`src/rtl/onebit_program_sequencer.sv`:
```
`timescale 1ns/1ps
`default_nettype none
// ============================================================================
// Module      : onebit_program_sequencer
// Description : Owns the clear/load/run lifecycle of the one-bit NAND
//               processor. Accepts instruction words over valid/ready,
//               streams them bit-serially onto the processor load path
//               without gaps, runs the processor for a latched budget and
//               captures its output register at the end of the run.
// Revision    : 1.0 - initial release
// ============================================================================
module onebit_program_sequencer #(
    parameter int INSTR_BITS = 13,
    parameter int SLOT_BITS  = 14,
    parameter int MAX_WORDS  = 1000,
    parameter int WCNT_W     = 10,
    parameter int RUN_W      = 16
) (
    input  logic                  clk,
    input  logic                  reset,
    input  logic                  start,
    input  logic [INSTR_BITS-1:0] word_data,
    input  logic                  word_valid,
    input  logic                  word_last,
    output logic                  word_ready,
    input  logic [RUN_W-1:0]      run_cycles,
    input  logic                  stop,
    output logic                  proc_reset,
    output logic                  proc_load_en,
    output logic                  proc_load_bit,
    input  logic [6:0]            proc_out,
    output logic [6:0]            result,
    output logic [WCNT_W-1:0]     words_loaded,
    output logic                  running,
    output logic                  done,
    output logic [1:0]            error
);

    localparam int              c_K_W    = $clog2(SLOT_BITS);
    localparam logic [c_K_W-1:0] c_K_LAST = c_K_W'(SLOT_BITS - 1);
    localparam logic [c_K_W-1:0] c_K_PRE  = c_K_W'(SLOT_BITS - 2);

    localparam logic [2:0] c_ST_IDLE  = 3'd0;
    localparam logic [2:0] c_ST_CLEAR = 3'd1;
    localparam logic [2:0] c_ST_WAIT  = 3'd2;
    localparam logic [2:0] c_ST_SHIFT = 3'd3;
    localparam logic [2:0] c_ST_RUN   = 3'd4;
    localparam logic [2:0] c_ST_DONE  = 3'd5;
    localparam logic [2:0] c_ST_ERROR = 3'd6;

    localparam logic [1:0] c_ERR_UNDERRUN = 2'b01;
    localparam logic [1:0] c_ERR_OVERFLOW = 2'b10;

    logic [2:0]            r_state;
    logic [INSTR_BITS-1:0] r_shift;    // LSB is the bit currently on the load path
    logic [c_K_W-1:0]      r_k;        // bit slot within the current word
    logic                  r_last;
    logic [WCNT_W-1:0]     r_words;
    logic [RUN_W-1:0]      r_budget;
    logic [RUN_W-1:0]      r_cnt;
    logic [6:0]            r_result;
    logic [1:0]            r_error;
    logic                  r_proc_reset;
    logic                  r_load_en;
    logic                  r_ready;
    logic                  r_running;
    logic                  r_done;

    // Every output comes straight from a flop; each transition below sets the
    // output registers for the state being entered. The shift register is kept
    // zero outside SHIFT so the serial bit idles low, and zeros shifted in
    // after the data bits form the padding slot(s).
    always_ff @(posedge clk) begin
        if (!reset) begin
            r_state      <= c_ST_IDLE;
            r_shift      <= '0;
            r_k          <= '0;
            r_last       <= 1'b0;
            r_words      <= '0;
            r_budget     <= '0;
            r_cnt        <= '0;
            r_result     <= '0;
            r_error      <= '0;
            r_proc_reset <= 1'b1;
            r_load_en    <= 1'b0;
            r_ready      <= 1'b0;
            r_running    <= 1'b0;
            r_done       <= 1'b0;
        end else begin
            r_done <= 1'b0;
            case (r_state)
                c_ST_IDLE, c_ST_ERROR, c_ST_DONE: begin
                    if (r_state == c_ST_DONE) begin
                        r_result <= proc_out;
                    end
                    if (start) begin
                        r_budget     <= run_cycles;
                        r_error      <= '0;
                        r_words      <= '0;
                        r_state      <= c_ST_CLEAR;
                        r_proc_reset <= 1'b1;
                    end else if (r_state == c_ST_DONE) begin
                        r_state      <= c_ST_IDLE;
                        r_proc_reset <= 1'b1;
                    end
                end

                c_ST_CLEAR: begin
                    r_state      <= c_ST_WAIT;
                    r_proc_reset <= 1'b0;
                    r_ready      <= 1'b1;
                end

                c_ST_WAIT: begin
                    if (word_valid) begin
                        r_shift   <= word_data;
                        r_last    <= word_last;
                        r_k       <= '0;
                        r_words   <= WCNT_W'(1);
                        r_state   <= c_ST_SHIFT;
                        r_ready   <= 1'b0;
                        r_load_en <= 1'b1;
                    end
                end

                c_ST_SHIFT: begin
                    if (r_k == c_K_LAST) begin
                        r_ready <= 1'b0;
                        if (r_last) begin
                            r_state   <= c_ST_RUN;
                            r_load_en <= 1'b0;
                            r_running <= 1'b1;
                            r_cnt     <= r_budget;
                            r_shift   <= '0;
                        end else if (word_valid && (r_words != WCNT_W'(MAX_WORDS))) begin
                            // Back-to-back word: load enable stays high, so
                            // the processor sees one continuous load burst.
                            r_shift <= word_data;
                            r_last  <= word_last;
                            r_k     <= '0;
                            r_words <= r_words + WCNT_W'(1);
                        end else begin
                            // A load gap cannot be resumed by the processor,
                            // and a word past the memory depth is dropped.
                            r_error      <= word_valid ? c_ERR_OVERFLOW : c_ERR_UNDERRUN;
                            r_state      <= c_ST_ERROR;
                            r_load_en    <= 1'b0;
                            r_proc_reset <= 1'b1;
                            r_shift      <= '0;
                        end
                    end else begin
                        r_shift <= r_shift >> 1;
                        r_k     <= r_k + c_K_W'(1);
                        r_ready <= (r_k == c_K_PRE) && !r_last;
                    end
                end

                c_ST_RUN: begin
                    if (stop || ((r_budget != '0) && (r_cnt == RUN_W'(1)))) begin
                        r_state   <= c_ST_DONE;
                        r_running <= 1'b0;
                        r_done    <= 1'b1;
                    end else begin
                        r_cnt <= r_cnt - RUN_W'(1);
                    end
                end

                default: begin
                    r_state      <= c_ST_IDLE;
                    r_proc_reset <= 1'b1;
                    r_load_en    <= 1'b0;
                    r_ready      <= 1'b0;
                    r_running    <= 1'b0;
                    r_shift      <= '0;
                end
            endcase
        end
    end

    assign word_ready    = r_ready;
    assign proc_reset    = r_proc_reset;
    assign proc_load_en  = r_load_en;
    assign proc_load_bit = r_shift[0];
    assign result        = r_result;
    assign words_loaded  = r_words;
    assign running       = r_running;
    assign done          = r_done;
    assign error         = r_error;

endmodule
`default_nettype wire
```
`config.mk`:
```
export PLATFORM = sky130hd
export DESIGN_NAME = onebit_program_sequencer
export DESIGN_NICKNAME = d
export VERILOG_FILES = /design/src/rtl/onebit_program_sequencer.sv
export SDC_FILE = /design/constraint.sdc
export NUM_CORES = 1
export LEC_CHECK = 0
export CORE_MARGIN = 2
export CORE_UTILIZATION = 48
export DETAILED_ROUTE_END_ITERATION = 6
export GPL_TIMING_DRIVEN = 0
export HOLD_SLACK_MARGIN = 0.15
export PLACE_DENSITY = 0.76
export SYNTH_ARGS = -nofsm -noshare
export SYNTH_HDL_FRONTEND = slang
export SYNTH_SLANG_ARGS = --single-unit
```
`constraint.sdc`:
```
create_clock -name clk -period 2.1 [get_ports clk]
set_clock_uncertainty 0.15 [all_clocks]
set_input_delay 0.21 -clock clk [delete_from_list [all_inputs] [get_ports clk]]
set_output_delay 0.21 -clock clk [all_outputs]
set_load 0.02 [all_outputs]
```
==> reports/metrics.yaml, run 1 <==
clocking:
  cts_buffer_depth: 2
  clk_pin_slew_ns: 0.09
  cts_root_buffer: "clkbuf_8"
  tritoncts: "done"
  cts_htree_levels: 3
  numCtsBuffers: 9
  cts_sinks: 77
  cts_hold_buf: 0
  insertion_delay_ns: 0.37
sta:
  finalMaxSlewViolations: 0
  finalSetupTns_ns: -0.0449
  worstMarginPinSlew_ns: 0.618
  timing_hold_violations_final: 0
  maxClockFrequency_ghz: 0.466
  post-route-period-util: 1.02
  maxSlewHeadroom: 0.588
  setup_viol: 1
  post-route-min-period_ns: 2.14
  fin_ws_ns: -0.0449
  rsz0062_at_grt: "yes"
critical_path:
  cp_slowest_stage_delay_ns: 0.49
  crit_fanout: 7
  cp-end-kind: "register"
  critical_path_arrival_ns: 2.24
  critPathSlowestCell: "or4_4"
  start_kind: "register"
  crit_top_cell: "or4_4"
  crit_path_cell_trace: "nor3_4 > nand4_2 > or4_4 > or4_4 > o2111ai_2 > o21ai_1"
  required_ns: 2.19
  critPathTopFamily: "simple AND/OR/NAND/NOR gates"
  critPathBufInv: 0
  path_class: "register to register"
power_and_ir_drop:
  internal_power_uw: 3490
  p_seq_frac: 0.315
  leakage_uw: 0.00191
  powerDensity_mw_per_mm2: 1060
  switching_share: 0.402
  clockPowerShare: 0.219
  peakVddDrop_mv: 0.498
  combPwrFrac: 0.466
  power_switching_uw: 2340
detailed_routing:
  ant_nets: 0
  first_iter_violations: 335
  dr.pass1.iters: 6
  vias: 4259
  viasPerCell: 6.06
  wl_um: 12100
  post-route-drc-count: 0
  wl_per_cell_um: 17.2
outcome:
  violations: "negative setup slack"
  status: "complete, but fails checks"
floorplan:
  core_mm2: 0.00781
  die_area_mm2: 0.00884
  start_util: 0.498
  rows: 32
  die_y_um: 94.0
  die_w_um: 94.0
  io_pins: 67
synthesis:
  synth_ff_type: "dfxtp_1"
  synth_nets: 545
  netlist.area_leader.share: 0.396
  syn_avg_cell_area_um2: 7.85
  synth_xor_area_frac: 0.0135
  synth_cell_type_count: 57
  ys_ff_latch: 77
  ys_top_cells_by_area: "dfxtp_1 (40%), a21oi_1 (7.7%), nand2_1 (7.0%), o21ai_0 (3.6%), nand3_1 (3.2%)"
  synth_fa_ha_area_frac: 0.0225
  synthCells: 496
  synth-compound-area-share: 0.242
  synth-warning-count: 0
  synth_top_family_by_area: "simple AND/OR/NAND/NOR gates"
  synth_area_mm2: 0.00389
  synth_top_area_cell: "dfxtp_1"
  synth_simple_gate_area_share: 0.244
  synth_edf_count: 0
  yosysSeqAreaShare: 0.396
  synth.mux.area_fraction: 0.0283
  synthArstFlopShare: 0
layout:
  nets: 645
  multi_input_area_mm2: 0.00244
  drive_gt1_frac: 0.218
  synthToLayoutAreaGrowth_pct: 41.6
  final_cells: 703
  diodes: 0
  final_cell_mix: "nand2_1 (71), clkdlybuf4s50_1 (66), dfxtp_1 (65)"
  regArea_mm2: 0.00157
  final_common_cell: "nand2_1"
  fillers: 627
grt:
  grtUsageTotal: 0.272
  overflow: 0
  grt_max_degree: 15
  antenna_found_initial: 0
  grt_pass1_wl_um: 19000
  grt_pass1_vias: 3904
place:
  post-place-cells: 664
  hpwlAfterDp_um: 7920
  gp_congestion: 0.917
  io_buffer_count: 66
flow_run:
  cap_violations: 0
hold_path:
  hold_class: "primary input to register"
==> layer usage <==
layer  up-vias  global-route usage  share of wire  routed length [µm]
li1       2021                   -              -                   -
met1      2044               0.351           0.43                5160
met2       163               0.456           0.50                6010
met3        31              0.0490          0.052                 631
met4         0              0.0930          0.023                 274
met5         -                   0              0                   0
==> synth_stat cells, drive strengths merged (2+ instances only) <==
master	number
a211oi	4
nand4	6
o211ai	6
or4	7
dfxtp	77
and3b	2
a311oi	2
nand2	74
o32ai	2
and4	2
o2bb2ai	4
ha	7
o21ai	35
o22ai	3
nor2b	3
a222oi	4
o2111ai	2
clkbuf	28
nand2b	4
a22oi	11
and3	3
nor3	11
o31ai	5
xnor2	5
o41ai	3
mux2i	11
nor4	15
o311ai	2
inv	15
nand3	25
a21oi	60
or2	2
buf	8
nor2	29
or3	6
==> tightest hold or removal path: stages <==
cell and delay (ns):
clkdlybuf4s50_1 0.39, nand2_1 0.05, a21oi_1 0.05
==> timing repair <==
action                     4_1_cts  5_1_grt
gates cloned                     0        2
resized for setup               61       63
pin swaps                       10       26
setup buffers                   15       13
setup endpoints to repair       59       56
==> sequential cells by signal, summed over array words and instances, names as in the netlist <==
signal	flops
r_budget	16
r_cnt	16
r_shift	13
words_loaded	10
result	7
r_k	4
r_state	3
error	2
done	1
proc_load_en	1
proc_reset	1
r_last	1
running	1
word_ready	1
==> cells by family after synthesis <==
| logic type | after synthesis |
|---|---|
| multiplexers | 11 |
| flip-flops | 77 |
| buffers and inverters | 51 |
| XOR/XNOR | 6 |
| adder cells (fa/ha/maj) | 7 |
| AND/OR/NAND/NOR | 192 |
| AO/OA/AOI/OAI | 152 |
==> cell type report <==
cell class                      count  area share
Buffer                             29      0.0336
Clock buffer                        9      0.0225
Clock inverter                      7      0.0179
Inverter                           15      0.0107
Multi-Input combinational cell    368       0.443
Sequential cell                    77       0.284
Tap cell                          102      0.0232
Timing Repair Buffer               96       0.165
==> metrics by stage <==
step           setup WS (ns)  hold slack [ns]  utilization  instance area [µm²]  power [µW]
2_1_floorplan        -0.0215            0.184            -                 3900        3300
3_3_place_gp          -0.516            0.292        0.600                 4680        3870
3_5_place_dp          -0.570            0.299        0.600                 4680        3910
4_1_cts              -0.0754            0.232        0.664                 5180        5560
5_1_grt              -0.0907            0.236        0.706                 5510        6160
6_report             -0.0449            0.235        0.706                 5510        5830
==> final timing paths <==
path / from / to / slack (ns) / cells past startpoint
min: run_cycles[2] / r_budget[2]$_SDFFE_PN0P_ / 0.24 / 3
max reg2reg: r_cnt[4]$_SDFFE_PN0P_ / r_cnt[13]$_SDFFE_PN0P_ / -0.04 / 6
max: r_cnt[4]$_SDFFE_PN0P_ / r_cnt[13]$_SDFFE_PN0P_ / -0.04 / 6
min reg2reg: result[2]$_SDFFE_PN0P_ / result[2]$_SDFFE_PN0P_ / 0.31 / 2
==> power groups by stage <==
| stage | clock network [µW] | logic, µW | registers (µW) |
|---|---|---|---|
| after floorplan | 0 | 1490 | 1810 |
| after global placement | 0 | 2070 | 1800 |
| after detailed placement | 0 | 2110 | 1800 |
| after CTS | 1290 | 2480 | 1800 |
| after global routing | 1350 | 2950 | 1860 |
| final | 1280 | 2720 | 1840 |
(Power assumes the default switching activity.)
==> run 2: changes to the inputs <==
- CORE_MARGIN: 2 -> 5
- CORE_UTILIZATION: 48 -> 53
- PLACE_DENSITY: 0.76 -> 0.8
- clock period: 2.1 -> 2.31 ns (I/O delays scaled with it)
==> reports/metrics.yaml, run 2 (same netlist as run 1, synthesis figures left out) <==
outcome:
  status: "complete, but fails checks"
  violations: "negative setup slack"
power_and_ir_drop:
  peakVddDrop_mv: 0.465
  p_total_uw: 4940
  leakage_uw: 0.00173
  powerDensity_mw_per_mm2: 964
clocking:
  cts_root_buffer: "clkbuf_8"
  cts_buffer_depth: 2
  cts_sinks: 77
  clk_pin_slew_ns: 0.08
  insertion_delay_ns: 0.36
  cts_htree_levels: 3
  tritoncts: "done"
  numCtsBuffers: 9
layout:
  stdcell_area_mm2: 0.00512
  multi_input_area_mm2: 0.00229
  final_cell_mix: "dfxtp_1 (74), nand2_1 (71), clkdlybuf4s50_1 (66)"
  nets: 628
  drive_gt1_frac: 0.134
  top_regs: "r_budget: 16 flops, r_cnt: 16 flops, r_shift: 13 flops"
  final_cells: 683
  synthToLayoutAreaGrowth_pct: 31.7
  fillers: 590
  final_common_cell: "dfxtp_1"
  diodes: 0
  regArea_mm2: 0.00155
critical_path:
  path_class: "register to register"
  required_ns: 2.41
  crit_fanout: 10
  cp-end-kind: "register"
  critical_path_arrival_ns: 2.42
  start_kind: "register"
grt:
  grt_max_degree: 14
  grt_pass1_wl_um: 17700
  grt_pass1_vias: 3737
  antenna_found_initial: 0
  overflow: 0
  grtUsageTotal: 0.249
floorplan:
  start_util: 0.539
  io_pins: 67
  die_area_mm2: 0.00916
  die_w_um: 95.7
  rows: 31
  die_y_um: 95.7
  core_mm2: 0.00721
detailed_routing:
  wl_met3_um: 790
  ant_nets: 0
  wl_met1_um: 5030
  dr.pass1.iters: 5
  top_layer: "met4"
  first_iter_violations: 319
  wl_per_cell_um: 17.0
  vias: 4112
  post-route-drc-count: 0
  viasPerCell: 6.02
  dr_wl_met2_um: 5540
  wl_um: 11600
place:
  hpwlAfterDp_um: 8060
  io_buffer_count: 66
  post-place-cells: 661
  gp_congestion: 0.915
  post_dp_cell_area_mm2: 0.00468
sta:
  maxSlewHeadroom: 0.607
  rsz0062_at_grt: "yes"
  post-route-period-util: 1.00
  finalMaxSlewViolations: 0
  setup_viol: 1
  timing_hold_violations_final: 0
  post-route-min-period_ns: 2.32
  worstMarginPinSlew_ns: 0.586
  maxClockFrequency_ghz: 0.431
  fin_ws_ns: -0.0102
hold_path:
  hold_class: "primary input to register"
flow_run:
  cap_violations: 0
run 2: cell types whose count changed in the layout (fill, tap and decap cells not counted), moves of 3 or more:
cell,previous run,this run
ha_4,3,0
dfxtp_1,65,74
dfxtp_2,8,2
o21ai_2,7,1
buf_4,30,12
o21ai_0,20,27
dfxtp_4,4,1
clkbuf_1,12,17
run 2: critical path: stages, from the launching register on:
cell and delay [ns]:
dfxtp_1 0.30, buf_2 0.15, clkbuf_4 0.20, or3b_4 0.45, nor2_4 0.12, o21ai_4 0.11, buf_4 0.16, or3_1 0.35
nand4_1 0.12, o21ai_0 0.09
run 2: final timing paths:
path	from	endpoint	cells past startpoint	slack (ns)
min reg2reg	r_shift[12]$_SDFFE_PN0P_	r_shift[12]$_SDFFE_PN0P_	2	0.31
max	r_state[1]$_SDFFE_PN0P_	r_cnt[14]$_SDFFE_PN0P_	9	-0.01
min	run_cycles[3]	r_budget[3]$_SDFFE_PN0P_	3	0.26
max reg2reg	r_state[1]$_SDFFE_PN0P_	r_cnt[14]$_SDFFE_PN0P_	9	-0.01
run 2: routing by layer:
layer,vias up,global-route usage
li1,1985,-
met1,1935,0.312
met2,169,0.412
met3,23,0.0537
met4,0,0.105
met5,-,0
run 2: final cells by class:
class	instances	share of cell area
inverter	15	0.0110
buffer	33	0.0347
multi-input combinational	368	0.447
clock buffer	11	0.0276
clock inverter	5	0.0115
tap	99	0.0242
timing repair buffer	75	0.142
sequential	77	0.302
run 2: where the power goes:
group | internal (µW) | switching (µW)
Clock | 531 | 536
Sequential | 1490 | 143
Combinational | 885 | 1360
Total | 2900 | 2040
run 2: stage by stage:
step                worst slack (ns)  utilization  TNS, ns  hold WS (ns)
finish                       -0.0102        0.710  -0.0102         0.260
global route                 -0.0508        0.710   -0.125         0.286
CTS                          0.00315        0.688        0         0.263
detailed placement            -0.516        0.648    -8.08         0.299
global placement              -0.405        0.648    -5.99         0.292
floorplan                      0.128            -        0         0.205
run 2: repair_timing:
item	4_1_cts	5_1_grt
pin swaps	4	7
hold buffers	0	0
setup endpoints to repair	34	50
setup buffers	3	6
gates resized for setup	17	48
==> RTL change: new RTL, settings of run 1 <==
`INSTR_BITS`: 13 -> 26.
--- a/src/rtl/onebit_program_sequencer.sv
+++ b/src/rtl/onebit_program_sequencer.sv
@@ -10,7 +10,7 @@
 // Revision    : 1.0 - initial release
 // ============================================================================
 module onebit_program_sequencer #(
-    parameter int INSTR_BITS = 13,
+    parameter int INSTR_BITS = 26,
     parameter int SLOT_BITS  = 14,
     parameter int MAX_WORDS  = 1000,
     parameter int WCNT_W     = 10,
Ports: changed (resized word_data); port bits go from 67 to 80. No check against the original RTL was run, so the function may have changed too.
==> RTL change against run 1 <==
- the flow still finishes with violations (setup timing)
- global-route usage fell by 0.59 points
- worst setup slack got worse by 0.27 ns
- first-iteration DRC count rose by 8.4%
- synthesized cell count rose by 9.5%
- final cell count rose by 10%
- design area rose by 12%
- routed wire length rose by 14%
- sequential cell count rose by 13
- synthesized area rose by 16%
- critical path depth did not move
Power is not compared: it rests on default switching activity, and its combinational part moved more than twofold at a synthesized area within 25%.
==> RTL change: results <==
[status]
run_status = finished with violations
violations = setup timing

[placed_design]
dpl_worst_slack_ns = -0.498
gp_congestion = 0.933
dp_hpwl_um = 9200
placed_area_um2 = 5480
numPortBuffers = 77

[finish]
multi_input_gates = 397
clk_share_pct = 3.03
top_regs = r_shift x26, r_budget x16, r_cnt x16
inv_count = 13
signal_buffers = 146
buf_share_pct = 20.4
ff_latch_area_um2 = 1830
final_nets = 719
fill_cells = 786
layout-drive-gt1-share_pct = 19.0
n_clock_buffer = 10
multi_input_area_share_pct = 43.8

[route]
vias = 4841
viasPerCell = 6.26
drt-initial-drc-count = 363
drt_wl_total_um = 13800

[synth]
synth_mux_area_share_pct = 3.76
yosysTopAreaCellShare_pct = 39.8
synth_xor_area_share_pct = 0.193
yosysSeqAreaShare_pct = 39.8
syn_nets = 605
synth_common_cells = 90 x dfxtp_1, 55 x nand2_1, 51 x a21oi_1
synth_compound_area_share_pct = 27.1
synth.distinct_cells = 62
synthAdderAreaFrac_pct = 1.93

[global_route]
grt_use_total_pct = 26.6
grt_max_degree = 17
grt_pass1_vias = 4512
grt_pass1_wl_um = 21600

[floorplan]
std_cell_rows = 35

[critical_path]
crit_fanout = 5
rr_endpoint = r_cnt[9]$_SDFFE_PN0P_
rr_startpoint = r_cnt[10]$_SDFFE_PN0P_
cp.arrival_ns = 2.51

[sta]
timing.setup.tns_ns = -5.09
setup_viol_count_final = 20
fin_ws_ns = -0.313
relSlewSlack_pct = 53.3

[min_path]
hold-path-endpoint = r_shift[8]$_SDFFE_PN0P_
hp-start = word_data[8]
min_path_cells = 2

[clock_tree]
clkSinkCount = 90

[pwr]
p_leak_nw = 2.21
## RTL change: cell count changes after synthesis, moves of 6 or more
| cell | before | now |
|---|---|---|
| dfxtp_1 | 77 | 90 |
| o31ai_1 | 5 | 13 |
| or4_1 | 7 | 1 |
| a31o_2 | 1 | 7 |
| nor3_1 | 10 | 30 |
| mux2i_1 | 11 | 17 |
| a222oi_1 | 4 | 16 |
| nand2_1 | 73 | 55 |
| a21oi_1 | 60 | 51 |
| nor2_1 | 28 | 36 |
| o21ai_0 | 28 | 21 |
| clkbuf_1 | 27 | 35 |
## RTL change: repair_timing
action,in CTS,in global routing
pin swaps,18,18
setup endpoints to repair,78,82
resized for setup,42,50
gates cloned,3,0
setup buffers,16,10
## RTL change: critical path, cell delays in order, from the launching register on
cell and delay, ns:
dfxtp_2 0.34, or4_4 0.54, or4_4 0.54, o31a_4 0.34, nor2_4 0.14, buf_6 0.16
o32ai_2 0.09
## RTL change: worst max path at each step
stage,to,startpoint,slack [ns]
floorplan,r_cnt[0]$_SDFFE_PN0P_,r_cnt[8]$_SDFFE_PN0P_,-0.22
global placement,r_cnt[0]$_SDFFE_PN0P_,r_cnt[4]$_SDFFE_PN0P_,-0.45
global route,r_cnt[15]$_SDFFE_PN0P_,r_state[0]$_SDFFE_PN0P_,-0.36
CTS,r_cnt[13]$_SDFFE_PN0P_,r_cnt[10]$_SDFFE_PN0P_,-0.30
detailed placement,r_k[3]$_SDFFE_PN0P_,r_state[0]$_SDFFE_PN0P_,-0.50
finish,r_cnt[9]$_SDFFE_PN0P_,r_cnt[10]$_SDFFE_PN0P_,-0.31
## RTL change: through the flow
step | power, mW | hold WS, ns
finish | 3.45 | 0.242
global route | 3.60 | 0.238
CTS | 3.44 | 0.205
detailed placement | 2.29 | 0.306
global placement | 2.28 | 0.293
floorplan | 2.09 | 0.177
## RTL change: cells by family (layout without fill, tap and decap cells)
| kind of cell | count (synthesis) | after routing |
|---|---|---|
| AOI/OAI and AO/OA | 176 | 176 |
| muxes | 17 | 17 |
| and+or+nand+nor | 196 | 196 |
| buffers and inverters | 56 | 175 |
| adders and majority gates | 7 | 7 |
| DFF | 90 | 90 |
| xor gates and xnor gates | 1 | 1 |
## RTL change: routing by layer
layer | vias up | share of wire, % | GRT usage (%)
li1 | 2291 | - | -
met1 | 2314 | 42 | 33.7
met2 | 195 | 49 | 44.1
met3 | 41 | 5.9 | 3.88
met4 | 0 | 3.3 | 13.4
met5 | - | 0 | 0
## RTL change: power by group
group	switching, mW	leakage, nW	total [mW]	internal (mW)
combinational	0.273	1.37	0.517	0.244
clock	0.671	0.0976	1.15	0.478
sequential	0.0402	0.736	1.78	1.74
total	0.984	2.21	3.45	2.47
